<file path="src/rtl/dct_pkg.sv">
// Shared constants, widths and the round/clip helper for the 4-point DCT-II datapath.
package dct_pkg;

  localparam int C64 = 64;
  localparam int C83 = 83;
  localparam int C36 = 36;
  localparam int C64_SH = $clog2(C64);

  localparam int IN_W   = 12;
  localparam int DIFF_W = 13;
  localparam int PROD_W = 20;
  localparam int ACC_W  = 21;
  localparam int VEC_W  = 16;

  typedef struct packed {
    logic signed [VEC_W-1:0] y0;
    logic signed [VEC_W-1:0] y1;
    logic signed [VEC_W-1:0] y2;
    logic signed [VEC_W-1:0] y3;
  } dct4_vec_t;

  typedef struct packed {
    logic                    sat;
    logic signed [VEC_W-1:0] val;
  } rss_t;

  // Round half up, floor shift in ACC_W+1 bits, then clip to out_w (out_w <= VEC_W).
  function automatic rss_t round_shift_sat(input logic signed [ACC_W-1:0] acc,
                                           input int shift, input int out_w);
    logic signed [ACC_W:0] one;
    logic signed [ACC_W:0] r;
    logic signed [ACC_W:0] hi;
    logic signed [ACC_W:0] lo;
    rss_t res;
    one = (ACC_W+1)'(1);
    r   = ((ACC_W+1)'(acc) + (one <<< (shift - 1))) >>> shift;
    hi  = (one <<< (out_w - 1)) - one;
    lo  = -(one <<< (out_w - 1));
    res.sat = 1'b0;
    if (r > hi) begin
      res.sat = 1'b1;
      r = hi;
    end else if (r < lo) begin
      res.sat = 1'b1;
      r = lo;
    end
    res.val = r[VEC_W-1:0];
    return res;
  endfunction

endpackage

</file>
<file path="src/rtl/sau_2o_1.sv">
// Shared shift-add unit: 36*x and 83*x for a 13-bit signed odd-part difference.
module sau_2o_1
  import dct_pkg::*;
(
  input  logic signed [DIFF_W-1:0] x,
  output logic signed [PROD_W-1:0] p36,
  output logic signed [PROD_W-1:0] p83
);

  logic signed [PROD_W-1:0] xe;

  assign xe  = PROD_W'(x);
  // 83 = 64+16+2+1, 36 = 32+4
  assign p83 = (xe <<< 6) + (xe <<< 4) + (xe <<< 1) + xe;
  assign p36 = (xe <<< 5) + (xe <<< 2);

endmodule

</file>
<file path="src/rtl/dct2_4pt_pipe.sv">
// Three-stage 4-point integer DCT-II (64/83/36) with valid/ready and a single global stall enable.
module dct2_4pt_pipe #(
  parameter int IN_W  = 12,
  parameter int SHIFT = 3,
  parameter int OUT_W = 16
) (
  input  logic                    clk,
  input  logic                    rst_n,
  input  logic                    in_valid,
  output logic                    in_ready,
  input  logic signed [IN_W-1:0]  in_x0,
  input  logic signed [IN_W-1:0]  in_x1,
  input  logic signed [IN_W-1:0]  in_x2,
  input  logic signed [IN_W-1:0]  in_x3,
  input  logic                    in_last,
  output logic                    out_valid,
  input  logic                    out_ready,
  output logic signed [OUT_W-1:0] out_y0,
  output logic signed [OUT_W-1:0] out_y1,
  output logic signed [OUT_W-1:0] out_y2,
  output logic signed [OUT_W-1:0] out_y3,
  output logic                    out_last,
  output logic                    out_sat
);
  import dct_pkg::*;

  logic en;
  logic vld_p0, vld_p1, vld_p2;
  logic last_p0, last_p1, last_p2;

  logic signed [DIFF_W-1:0] s0_p0, s1_p0, d0_p0, d1_p0;

  logic signed [ACC_W-1:0]  sum_c, dif_c;
  logic signed [PROD_W-1:0] p36d0_c, p83d0_c, p36d1_c, p83d1_c;
  logic signed [ACC_W-1:0]  e0_p1, e1_p1;
  logic signed [PROD_W-1:0] p36d0_p1, p83d0_p1, p36d1_p1, p83d1_p1;

  logic signed [ACC_W-1:0]  a_c [4];
  rss_t                     r_c [4];
  logic                     sat_c;
  logic signed [OUT_W-1:0]  y_p2 [4];
  logic                     sat_p2;

  // The whole pipe advances together; it only freezes when the output beat is held.
  assign en       = !vld_p2 || out_ready;
  assign in_ready = en;

  always_ff @(posedge clk or negedge rst_n) begin
    if (!rst_n) begin
      vld_p0  <= 1'b0;
      vld_p1  <= 1'b0;
      vld_p2  <= 1'b0;
      last_p0 <= 1'b0;
      last_p1 <= 1'b0;
      last_p2 <= 1'b0;
    end else if (en) begin
      vld_p0  <= in_valid;
      vld_p1  <= vld_p0;
      vld_p2  <= vld_p1;
      last_p0 <= in_last;
      last_p1 <= last_p0;
      last_p2 <= last_p1;
    end
  end

  // ---- stage 1: butterfly ----
  always_ff @(posedge clk) begin
    if (en && in_valid) begin
      s0_p0 <= DIFF_W'(in_x0) + DIFF_W'(in_x3);
      s1_p0 <= DIFF_W'(in_x1) + DIFF_W'(in_x2);
      d0_p0 <= DIFF_W'(in_x0) - DIFF_W'(in_x3);
      d1_p0 <= DIFF_W'(in_x1) - DIFF_W'(in_x2);
    end
  end

  // ---- stage 2: even part scaled by 64, odd part through the shift-add units ----
  sau_2o_1 u_sau_d0 (.x(d0_p0), .p36(p36d0_c), .p83(p83d0_c));
  sau_2o_1 u_sau_d1 (.x(d1_p0), .p36(p36d1_c), .p83(p83d1_c));

  assign sum_c = ACC_W'(s0_p0) + ACC_W'(s1_p0);
  assign dif_c = ACC_W'(s0_p0) - ACC_W'(s1_p0);

  always_ff @(posedge clk) begin
    if (en && vld_p0) begin
      e0_p1    <= sum_c <<< C64_SH;
      e1_p1    <= dif_c <<< C64_SH;
      p36d0_p1 <= p36d0_c;
      p83d0_p1 <= p83d0_c;
      p36d1_p1 <= p36d1_c;
      p83d1_p1 <= p83d1_c;
    end
  end

  // ---- stage 3: odd combine, round, clip ----
  always_comb begin
    a_c[0] = e0_p1;
    a_c[1] = ACC_W'(p83d0_p1) + ACC_W'(p36d1_p1);
    a_c[2] = e1_p1;
    a_c[3] = ACC_W'(p36d0_p1) - ACC_W'(p83d1_p1);
    sat_c  = 1'b0;
    for (int i = 0; i < 4; i++) begin
      r_c[i] = round_shift_sat(a_c[i], SHIFT, OUT_W);
      sat_c  = sat_c | r_c[i].sat;
    end
  end

  always_ff @(posedge clk or negedge rst_n) begin
    if (!rst_n) begin
      for (int i = 0; i < 4; i++) y_p2[i] <= '0;
      sat_p2 <= 1'b0;
    end else if (en && vld_p1) begin
      for (int i = 0; i < 4; i++) y_p2[i] <= OUT_W'(r_c[i].val);
      sat_p2 <= sat_c;
    end
  end

  assign out_valid = vld_p2;
  assign out_last  = last_p2;
  assign out_sat   = sat_p2;
  assign out_y0    = y_p2[0];
  assign out_y1    = y_p2[1];
  assign out_y2    = y_p2[2];
  assign out_y3    = y_p2[3];

endmodule

</file>
<file path="config.mk">
export PLATFORM = sky130hd
export DESIGN_NAME = dct2_4pt_pipe
export DESIGN_NICKNAME = d
export VERILOG_FILES = /design/src/rtl/dct_pkg.sv /design/src/rtl/sau_2o_1.sv /design/src/rtl/dct2_4pt_pipe.sv
export SDC_FILE = /design/constraint.sdc
export NUM_CORES = 1
export LEC_CHECK = 0
export CAP_MARGIN = 15
export CORE_MARGIN = 1
export CORE_UTILIZATION = 40
export DETAILED_ROUTE_END_ITERATION = 16
export PLACE_DENSITY_LB_ADDON = 0.08
export SLEW_MARGIN = 10
export SYNTH_ARGS = -nofsm -noshare
export SYNTH_HDL_FRONTEND = slang
export SYNTH_SLANG_ARGS = --single-unit
</file>
<file path="constraint.sdc">
create_clock -name clk -period 3.95 [get_ports clk]
set_clock_uncertainty 0.15 [all_clocks]
set_input_delay 0.5925 -clock clk [delete_from_list [all_inputs] [get_ports clk]]
set_output_delay 0.5925 -clock clk [all_outputs]
set_load 0.005 [all_outputs]
</file>
# [Word level (Yosys, flattened, before mapping)]
# Cells that the tools add are included.
[totals] input_bits=53 output_inout_bits=68 regBits=229 word_cells=73
[op_classes] add_sub_neg=20 magnitude_cmp=8 n_reduce_logical=5 muxes=16 bitwise_logic=3
[op_table] operator="16-bit 2-to-1 mux" n=8
[op_table] operator="21-bit by 4-bit adder with 22-bit output, second input constant" n=2
[op_table] operator="20-bit by 4-bit adder with 21-bit output, second input constant" n=2
[op_table] operator="19-bit by 17-bit adder with 20-bit output" n=2
[op_table] operator="20-bit by 13-bit adder with 20-bit output" n=2
[op_table] operator="20-bit by 14-bit adder with 20-bit output" n=2
[op_table] operator="18-bit by 15-bit adder with 19-bit output" n=2
[op_table] operator="19-bit by 16-bit > comparator with 1-bit output, second input constant" n=2
[op_table] operator="19-bit by 16-bit < comparator with 1-bit output, second input constant" n=2
[op_table] operator="18-bit by 16-bit > comparator with 1-bit output, second input constant" n=2
[op_table] operator="18-bit by 16-bit < comparator with 1-bit output, second input constant" n=2
[op_table] operator="12-bit by 12-bit adder with 13-bit output" n=2
[op_table] operator="12-bit by 12-bit subtractor with 13-bit output" n=2
[op_table] operator="20-bit by 19-bit adder with 21-bit output" n=1
[op_table] operator="19-bit by 20-bit subtractor with 21-bit output" n=1
[op_table] operator="13-bit by 13-bit adder with 14-bit output" n=1
[op_table] operator="13-bit by 13-bit subtractor with 14-bit output" n=1
[op_table] operator="1-bit 2-to-1 mux" n=8
[op_table] operator="1-bit logical AND" n=3
[op_table] operator="1-bit OR" n=3
[op_table] operator="1-bit zero test" n=1
[op_table] operator="1-bit logical OR" n=1

# [Logic depth before layout (Yosys ltp)]
# Gate-level depths: netlist (run 1).
[depth] ltp_word=8 ltp_mapped=14 mapped_depth_nobuf=14

# [Modules after synthesis]
# From an unflattened synthesis (run 1), not the netlist that was laid out.
[unflattened] hier_cells=1717 area_unflattened_um2=16987.5
[modules_own_cells] mod="dct2_4pt_pipe" instances=1 cells_each=1200 seq_area_each_um2=6391.1 area_per_inst_um2=12848.6
[modules_own_cells] mod="sau_2o_1 at u_sau_d0" instances=1 cells_each=257 seq_area_each_um2=0.0 area_per_inst_um2=2103.3
[modules_own_cells] mod="sau_2o_1 at u_sau_d1" instances=1 cells_each=260 seq_area_each_um2=0.0 area_per_inst_um2=2035.7

# [Worst setup path before layout (run 1)]
# No wires, ideal clock.
[synth_timing] path_type="input -> register" startpoint="input out_ready" endpoint="register e0_p1[10] (enable)" setup_ns=0.468 n_path_buf=1 path_stages=3 arrival_time_ns=3.331 slack_ns=0.001 required_ns=3.332 path_cell_list="nand2b_1 > clkbuf_1 > and2_1"
[synth_via] elab_chain_cells=2
[synth_lines] element="start, declared" line_no="dct2_4pt_pipe.sv:17" rtl="input logic out_ready,"
[synth_lines] element="1-bit logical OR" line_no="dct2_4pt_pipe.sv:45" rtl="assign en = !vld_p2 || out_ready;"
[synth_lines] element="named net in_ready" line_no="dct2_4pt_pipe.sv:10" rtl="output logic in_ready,"
[synth_lines] element="1-bit logical AND" line_no="dct2_4pt_pipe.sv:84" rtl="if (en && vld_p0) begin"
[synth_lines] element="end signal, assigned" line_no="dct2_4pt_pipe.sv:85" rtl="e0_p1 <= sum_c <<< C64_SH;"
[synth_lines] element="end, declared" line_no="dct2_4pt_pipe.sv:35" rtl="logic signed [ACC_W-1:0] e0_p1, e1_p1;"
# The timed path passes the listed nets, and every way through them passes these cells.
# A chain may end at the register's enable or synchronous reset.

# [Worst setup path in the final report (run 1)]
[layout_timing] startpoint="register d0_p0[2]" endpoint="register p83d0_p1[19] (data pin)"
[layout_via] elab_chain_cells=3
[layout_lines] element="start, declared" line_no="dct2_4pt_pipe.sv:31" rtl="logic signed [DIFF_W-1:0] s0_p0, s1_p0, d0_p0, d1_p0;"
[layout_lines] element="start signal, assigned" line_no="dct2_4pt_pipe.sv:71" rtl="d0_p0 <= DIFF_W'(in_x0) - DIFF_W'(in_x3);"
[layout_lines] element="19-bit by 17-bit adder with 20-bit output" line_no="sau_2o_1.sv:14" rtl="assign p83 = (xe <<< 6) + (xe <<< 4) + (xe <<< 1) + xe;"
[layout_lines] element="20-bit by 14-bit adder with 20-bit output" line_no="sau_2o_1.sv:14"
[layout_lines] element="20-bit by 13-bit adder with 20-bit output (*)" line_no="sau_2o_1.sv:14"
[layout_lines] element="named net p83d0_c[19]" line_no="dct2_4pt_pipe.sv:34" rtl="logic signed [PROD_W-1:0] p36d0_c, p83d0_c, p36d1_c, p83d1_c;"
[layout_lines] element="end signal, assigned" line_no="dct2_4pt_pipe.sv:88" rtl="p83d0_p1 <= p83d0_c;"
[layout_lines] element="end, declared" line_no="dct2_4pt_pipe.sv:36" rtl="logic signed [PROD_W-1:0] p36d0_p1, p83d0_p1, p36d1_p1, p83d1_p1;"
# Mark *: on every way through the listed nets, which the timed path passes. The rest lies on a longest branch.

==> metrics.csv, run 1 <==
metric,value,unit
RSZ-0062 raised after global routing,no,
initial cell density of the core,0.4057,
Fin. Hold Viols,0,
initial drt markers,544,
CTS tree,yes,
Total GRT Usage,0.1820,
Area Growth Syn to Fin,19.94,%
Worst setup EP type,flip-flop,
r2r endpoint,p83d0_p1[19],
reg2reg start,d0_p0[2],
crit path kind,reg -> reg,
# hold bufs at CTS,0,
ant diodes,0,
fin cells,2228,
max_cap viols,0,
Final Critical Period,3.766,ns
Final WS setup,0.1844,ns
vias in the first global route,10898,
layout cells sized above 1,0.08947,
total congestion overflow,0,
DR WL/cell,16.52,µm
number of synthesized flops with an enable pin,148,
Worst R2R Setup Slack,0.18,ns
Synth Instances,1513,
CP Max Fanout,4,
DR vias/cell,5.069,
pin count of the biggest net entering global routing,68,
"Avg Cell Area, Syn",10.39,µm²
WP data required,4.07,ns
Placed Cells incl. Taps,2171,
Least-Margin Pin Slew,0.9068,ns
register area share after synthesis,0.3895,
Hold WC Path Type,in -> async,
Ports,121,
Setup crit start kind,flip-flop,
VDD IR max,288.2,µV
ys flop type,edfxtp_1,
die area,40090,µm²
RD Place Congestion,0.8352,
final wirelength,36820,µm
crit path DAT,3.89,ns
HPWL Detailed,29780,µm
#FFs+latches synth,215,
Syn Std Cell Area,15720,µm²
run status,completed,
post-synth cell types,70,
Core Area,38740,µm²
CTS Sinks,215,
Util after Layout,0.4866,
die span in y,200.2,µm
power per cell area,759.3,nW/µm²
first-pass GRT wire length,57920,µm
row count,72,
Slew Limit Fails,0,
net count after synthesis,1841,
CTS buffer count,27,
"FFs w/ async S/R, synth",0.3116,
Final ANT Viol Nets,0,
clk buf depth,3,
Pleak,8.201,nW
post-layout net count,2017,
H-tree depth reported by CTS,1,
Final period util,0.9533,
First-pass DRT Iterations,5,
Remaining DRCs,0,
Overall Power,0.01431,W
clock root buffer,clkbuf_16,
slew margin rel.,0.3954,
Final setup viols,0,
FMAX,0.2656,GHz
Clock Latency Late Sink,0.54,ns
vias,11293,
Syn. warnings,0,
FILL cells,3624,
die width,200.2,µm
R2R cell count,13,
IO buf count,120,
pre-CTS setup slack,-0.05755,ns
initial antenna violation count,0,
"CTS clk-pin slew, worst paths",0.06,ns
cells by family (layout without fill, tap and decap cells):
kind of cell,Yosys count,after routing,share of synthesized area
AND/OR/NAND/NOR,367,367,0.1083
flip-flops,215,215,0.3895
multiplexers,8,8,0.005573
buffers and inverters,176,373,0.04434
XOR/XNOR,114,114,0.06353
adder cells (fa/ha/maj),275,275,0.2414
AO/OA/AOI/OAI,358,358,0.1474
cell type report:
class                   instances  area [µm²]  area share
inverters                     142       533.0     0.02828
flip-flops and latches        215        6121      0.3247
clock inverters                11       108.9    0.005775
clock buffers                  39       782.0     0.04148
repair buffers                181        1694     0.08987
well taps                     518       648.1     0.03438
multi-input cells            1122        8964      0.4755
synthesized netlist by cell type (5+ instances only):
cell,count,area [µm²]
nor2b_1,17,106.4
or2_2,6,37.54
or3_1,7,43.79
nand4_1,5,31.28
nand2b_1,15,93.84
dfrtp_1,67,1677
nor3_1,22,110.1
edfxtp_1,148,4444
a221oi_1,6,52.55
and3_1,13,81.33
fa_1,47,940.9
a21boi_0,7,52.55
and2_1,16,100.1
inv_1,142,533.0
a211oi_1,5,37.54
clkbuf_1,23,86.33
a21oi_1,112,560.5
o21ai_0,93,465.5
nand2_1,109,409.1
o21a_1,10,75.07
o21bai_1,23,172.7
nand3b_1,6,45.04
a31oi_1,9,56.30
nand3_1,17,85.08
a21oi_2,11,96.34
buf_4,7,52.55
o41a_1,7,78.83
ha_1,228,2853
nor2_1,120,450.4
mux2_2,6,67.56
a21o_1,17,127.6
o41ai_1,9,78.83
xor2_1,40,350.3
xnor2_1,74,648.1
repair_timing:
action,CTS,global route
gates resized for setup,3,9
endpoints found under the setup margin,1,3
pin swaps,1,4
setup buffers,2,5
report_power, final:
part / switching [W] / internal, W
registers: 0.000389 / 0.00346
logic: 0.00434 / 0.00368
clock network: 0.000942 / 0.00150
total: 0.00567 / 0.00864
per-stage QoR:
step | cell area, µm² | setup TNS (ns) | hold slack (ns)
2_1_floorplan | 15720 | 0 | 0.1469
3_3_place_gp | 17850 | 0 | 0.3184
3_5_place_dp | 17850 | -0.05755 | 0.3238
4_1_cts | 18760 | 0 | 0.03833
5_1_grt | 18850 | 0 | 0.09029
6_report | 18850 | 0 | 0.01114
routing by layer:
| layer | vias up | track usage | wire (µm) |
|---|---|---|---|
| met5 | - | 0 | 0 |
| met4 | 0 | 0.03984 | 699 |
| met3 | 35 | 0.02603 | 1389 |
| met2 | 174 | 0.2922 | 16620 |
| met1 | 5381 | 0.2596 | 18110 |
| li1 | 5703 | - | - |
critical path, cell delays in order (launching register included):
cell,delay (ns)
edfxtp_1,0.44
buf_4,0.17
buf_4,0.13
fa_1,0.56
fa_1,0.42
ha_1,0.36
nand2_1,0.11
o21ai_2,0.09
o41ai_4,0.27
o21ai_1,0.13
o211a_1,0.25
o21a_1,0.18
o21ai_1,0.15
xnor2_1,0.08
cell usage in the layout (no fill, tap or decap), types with 15 or more instances in the layout:
cell type and count:
a21o_1 17, a21oi_1 109, buf_4 59, clkbuf_16 28, clkdlybuf4s50_1 119, dfrtp_1 67, edfxtp_1 148, fa_1 47
ha_1 226, inv_1 142, nand2_1 108, nand2b_1 15, nand3_1 17, nor2_1 120, nor2b_1 17, nor3_1 22
o21ai_0 89, o21bai_1 23, xnor2_1 74, xor2_1 40
registers in the layout, indices dropped and copies added, names as in the netlist, 12 cells and up:
register  cells
d0_p0        12
d1_p0        13
e0_p1        13
e1_p1        14
out_y0       14
out_y1       16
out_y2       14
out_y3       16
p36d0_p1     16
p36d1_p1     16
p83d0_p1     19
p83d1_p1     20
s0_p0        13
s1_p0        12
worst max-delay path by stage:
stage	start	to	slack (ns)	cells after the start
floorplan	out_ready	e0_p1[10]	0.001	3
global placement	s0_p0[0]	p83d0_p1[19]	0.02	12
detailed placement	d0_p0[2]	p83d0_p1[19]	-0.06	13
CTS	s0_p0[0]	p83d0_p1[19]	0.004	12
global route	d0_p0[3]	p83d0_p1[19]	0.02	12
finish	d0_p0[2]	p83d0_p1[19]	0.18	13
No activity file was read; power rests on OpenSTA's default activity.
==> run 2, diff against run 1 <==
--- a/config.mk
+++ b/config.mk
@@ -6,9 +6,11 @@
 export NUM_CORES = 1
 export LEC_CHECK = 0
 export CAP_MARGIN = 15
+export CORE_ASPECT_RATIO = 0.6
 export CORE_MARGIN = 1
 export CORE_UTILIZATION = 40
 export DETAILED_ROUTE_END_ITERATION = 16
+export DONT_BUFFER_PORTS = 1
 export PLACE_DENSITY_LB_ADDON = 0.08
 export SLEW_MARGIN = 10
 export SYNTH_ARGS = -nofsm -noshare
==> metrics.csv, run 2 (synthesized netlist as in run 1, its figures left out) <==
metric,value,unit,change
Hold EP,last_p0,,
VDD IR max,281.7,µV,-2.2%
row count,55,,-24%
Top reg by flops,p83d1_p1,,
vias in the first global route,10272,,-5.7%
CTS tree,yes,,
initial cell density of the core,0.4115,,+0.005782
hold_sp,in_last,,
Total GRT Usage,0.1985,,+0.01649
post-layout net count,1892,,-6.2%
Flop pwr share,0.284,,+0.015
Remaining DRCs,0,,unchanged
crit path kind,reg -> reg,,
Util after Layout,0.4610,,-0.02566
Final period util,0.9583,,+0.004969
First-pass DRT Iterations,5,,unchanged
Core Area,38190,µm²,-1.4%
largest registers,"p83d1_p1: 20 flops, p83d0_p1: 19 flops",,
Slew Limit Fails,0,,unchanged
DR vias/cell,5.218,,+3.0%
HPWL Detailed,32300,µm,+8.5%
FMAX,0.2642,GHz,-0.52%
die area,40110,µm²,about the same
initial antenna violation count,0,,unchanged
CTS buffer count,25,,-7.4%
WP data required,4.09,ns,+0.02 ns
final wirelength,40000,µm,+8.7%
H-tree depth reported by CTS,1,,unchanged
Sw Ratio,0.4219,,+0.02551
RD Place Congestion,0.8733,,+4.6%
Worst R2R Setup Slack,0.16,ns,-0.02 ns
die span in y,155.5,µm,-22%
max_cap viols,0,,unchanged
clock root buffer,clkbuf_16,,
Clock Latency Late Sink,0.56,ns,+0.02 ns
r2r endpoint,p83d0_p1[18],,
vias,10943,,-3.1%
Hold WC Path Type,in -> reg,,
"CTS clk-pin slew, worst paths",0.07,ns,about the same
Final ANT Viol Nets,0,,unchanged
layout cells sized above 1,0.09286,,+0.003388
die width,257.9,µm,+29%
Setup crit start,d0_p0[2],,
net switching power,0.005869,W,+3.4%
initial drt markers,866,,+59%
crit path DAT,3.92,ns,+0.03 ns
power per cell area,790.1,nW/µm²,+4.1%
Comb pwr share,0.540,,-0.021
DR WL/cell,19.08,µm,+15%
Fin. Hold Viols,0,,unchanged
clock network fraction of total power,0.176,,+0.006
RSZ-0062 raised after global routing,no,,
slew margin rel.,0.4826,,+0.08719
Least-Margin Pin Slew,0.7760,ns,-0.1308 ns
Pleak,7.705,nW,-6.0%
total congestion overflow,0,,unchanged
worst hold slack,0.03281,ns,+0.02167 ns
area post-placement,16610,µm²,-6.9%
Internal,0.008041,W,-6.9%
reg2reg start,d0_p0[2],,
Ports,121,,unchanged
worst hold path depth,1,,
pin count of the biggest net entering global routing,71,,+4.4%
Final setup viols,0,,unchanged
"commonest non-fill, non-tap cells in the layout","ha_1, edfxtp_1, inv_1, nor2_1, a21oi_1",,
Worst setup EP type,flip-flop,,
IO buf count,0,,-100%
Setup crit start kind,flip-flop,,
CTS Sinks,215,,unchanged
Finished Cell Area,17610,µm²,-6.6%
R2R cell count,12,,-1
first-pass GRT wire length,60890,µm,+5.1%
run status,completed,,
Final Critical Period,3.785,ns,+0.01963 ns
"commonest non-fill, non-tap cell in the layout",ha_1,,
Overall Power,0.01391,W,-2.8%
clk buf depth,3,,unchanged
CP Max Fanout,4,,unchanged
Area Growth Syn to Fin,12.02,%,
max FFs per register,20,,unchanged
run 2: worst max-delay path by stage:
stage                    to  slack [ns]  depth (start not counted)
2_1_floorplan     e0_p1[10]       0.001                          3
3_3_place_gp   p83d0_p1[19]      -0.004                         13
3_5_place_dp   p83d0_p1[19]       -0.01                         13
4_1_cts        p83d0_p1[19]        0.04                         12
5_1_grt        p83d0_p1[19]        0.02                         12
6_report       p83d0_p1[18]        0.16                         12
run 2: routing by layer:
metal,vias to the layer above,routed length (µm),share of wire,global-route usage
li1,5443,-,-,-
met1,5253,21740,0.54,0.3220
met2,215,15340,0.38,0.2656
met3,32,2405,0.060,0.04353
met4,0,522,0.013,0.03071
met5,-,0,0,0
run 2: layout make-up:
type / count / area [µm²]
Antenna cell: 1 / 2.502
Clock buffer: 29 / 660.6
Clock inverter: 17 / 191.4
Fill cell: 3595 / 20590
Inverter: 142 / 533.0
Multi-Input combinational cell: 1122 / 8970
Sequential cell: 215 / 6121
Tap cell: 513 / 641.9
Timing Repair Buffer: 58 / 485.5
run 2: critical path, stage by stage (launching register included):
cell and delay, ns:
edfxtp_1 0.43, buf_4 0.17, buf_4 0.13, fa_1 0.55
fa_1 0.46, ha_4 0.20, or3_1 0.33, o211a_1 0.25
nor2_1 0.16, a21oi_2 0.10, a211o_1 0.28, a21oi_1 0.20
xnor2_1 0.10
run 2: power by group through the flow:
stage | logic (W) | clock network, W | registers, W
detailed placement | 0.00732 | 0 | 0.00401
global placement | 0.00728 | 0 | 0.00400
floorplan | 0.00535 | 0 | 0.00386
finish | 0.00751 | 0.00245 | 0.00395
CTS | 0.00742 | 0.00251 | 0.00397
global route | 0.00842 | 0.00260 | 0.00404
run 2: through the flow:
stage            TNS, ns  std cells  setup WS, ns
3_5_place_dp    -0.01372       2043      -0.01372
6_report               0       2097        0.1648
3_3_place_gp   -0.003921       2043     -0.003921
5_1_grt                0       2096       0.01889
4_1_cts                0       2094       0.03646
2_1_floorplan          0       1513      0.001241
run 2: repair_timing:
action / CTS / global route
hold buffers: 3 / 0
setup buffers: 2 / 2
endpoints found under the hold margin: 68 / 0
setup endpoints to repair: 1 / 19
pin swaps: 0 / 4
gates resized for setup: 1 / 11
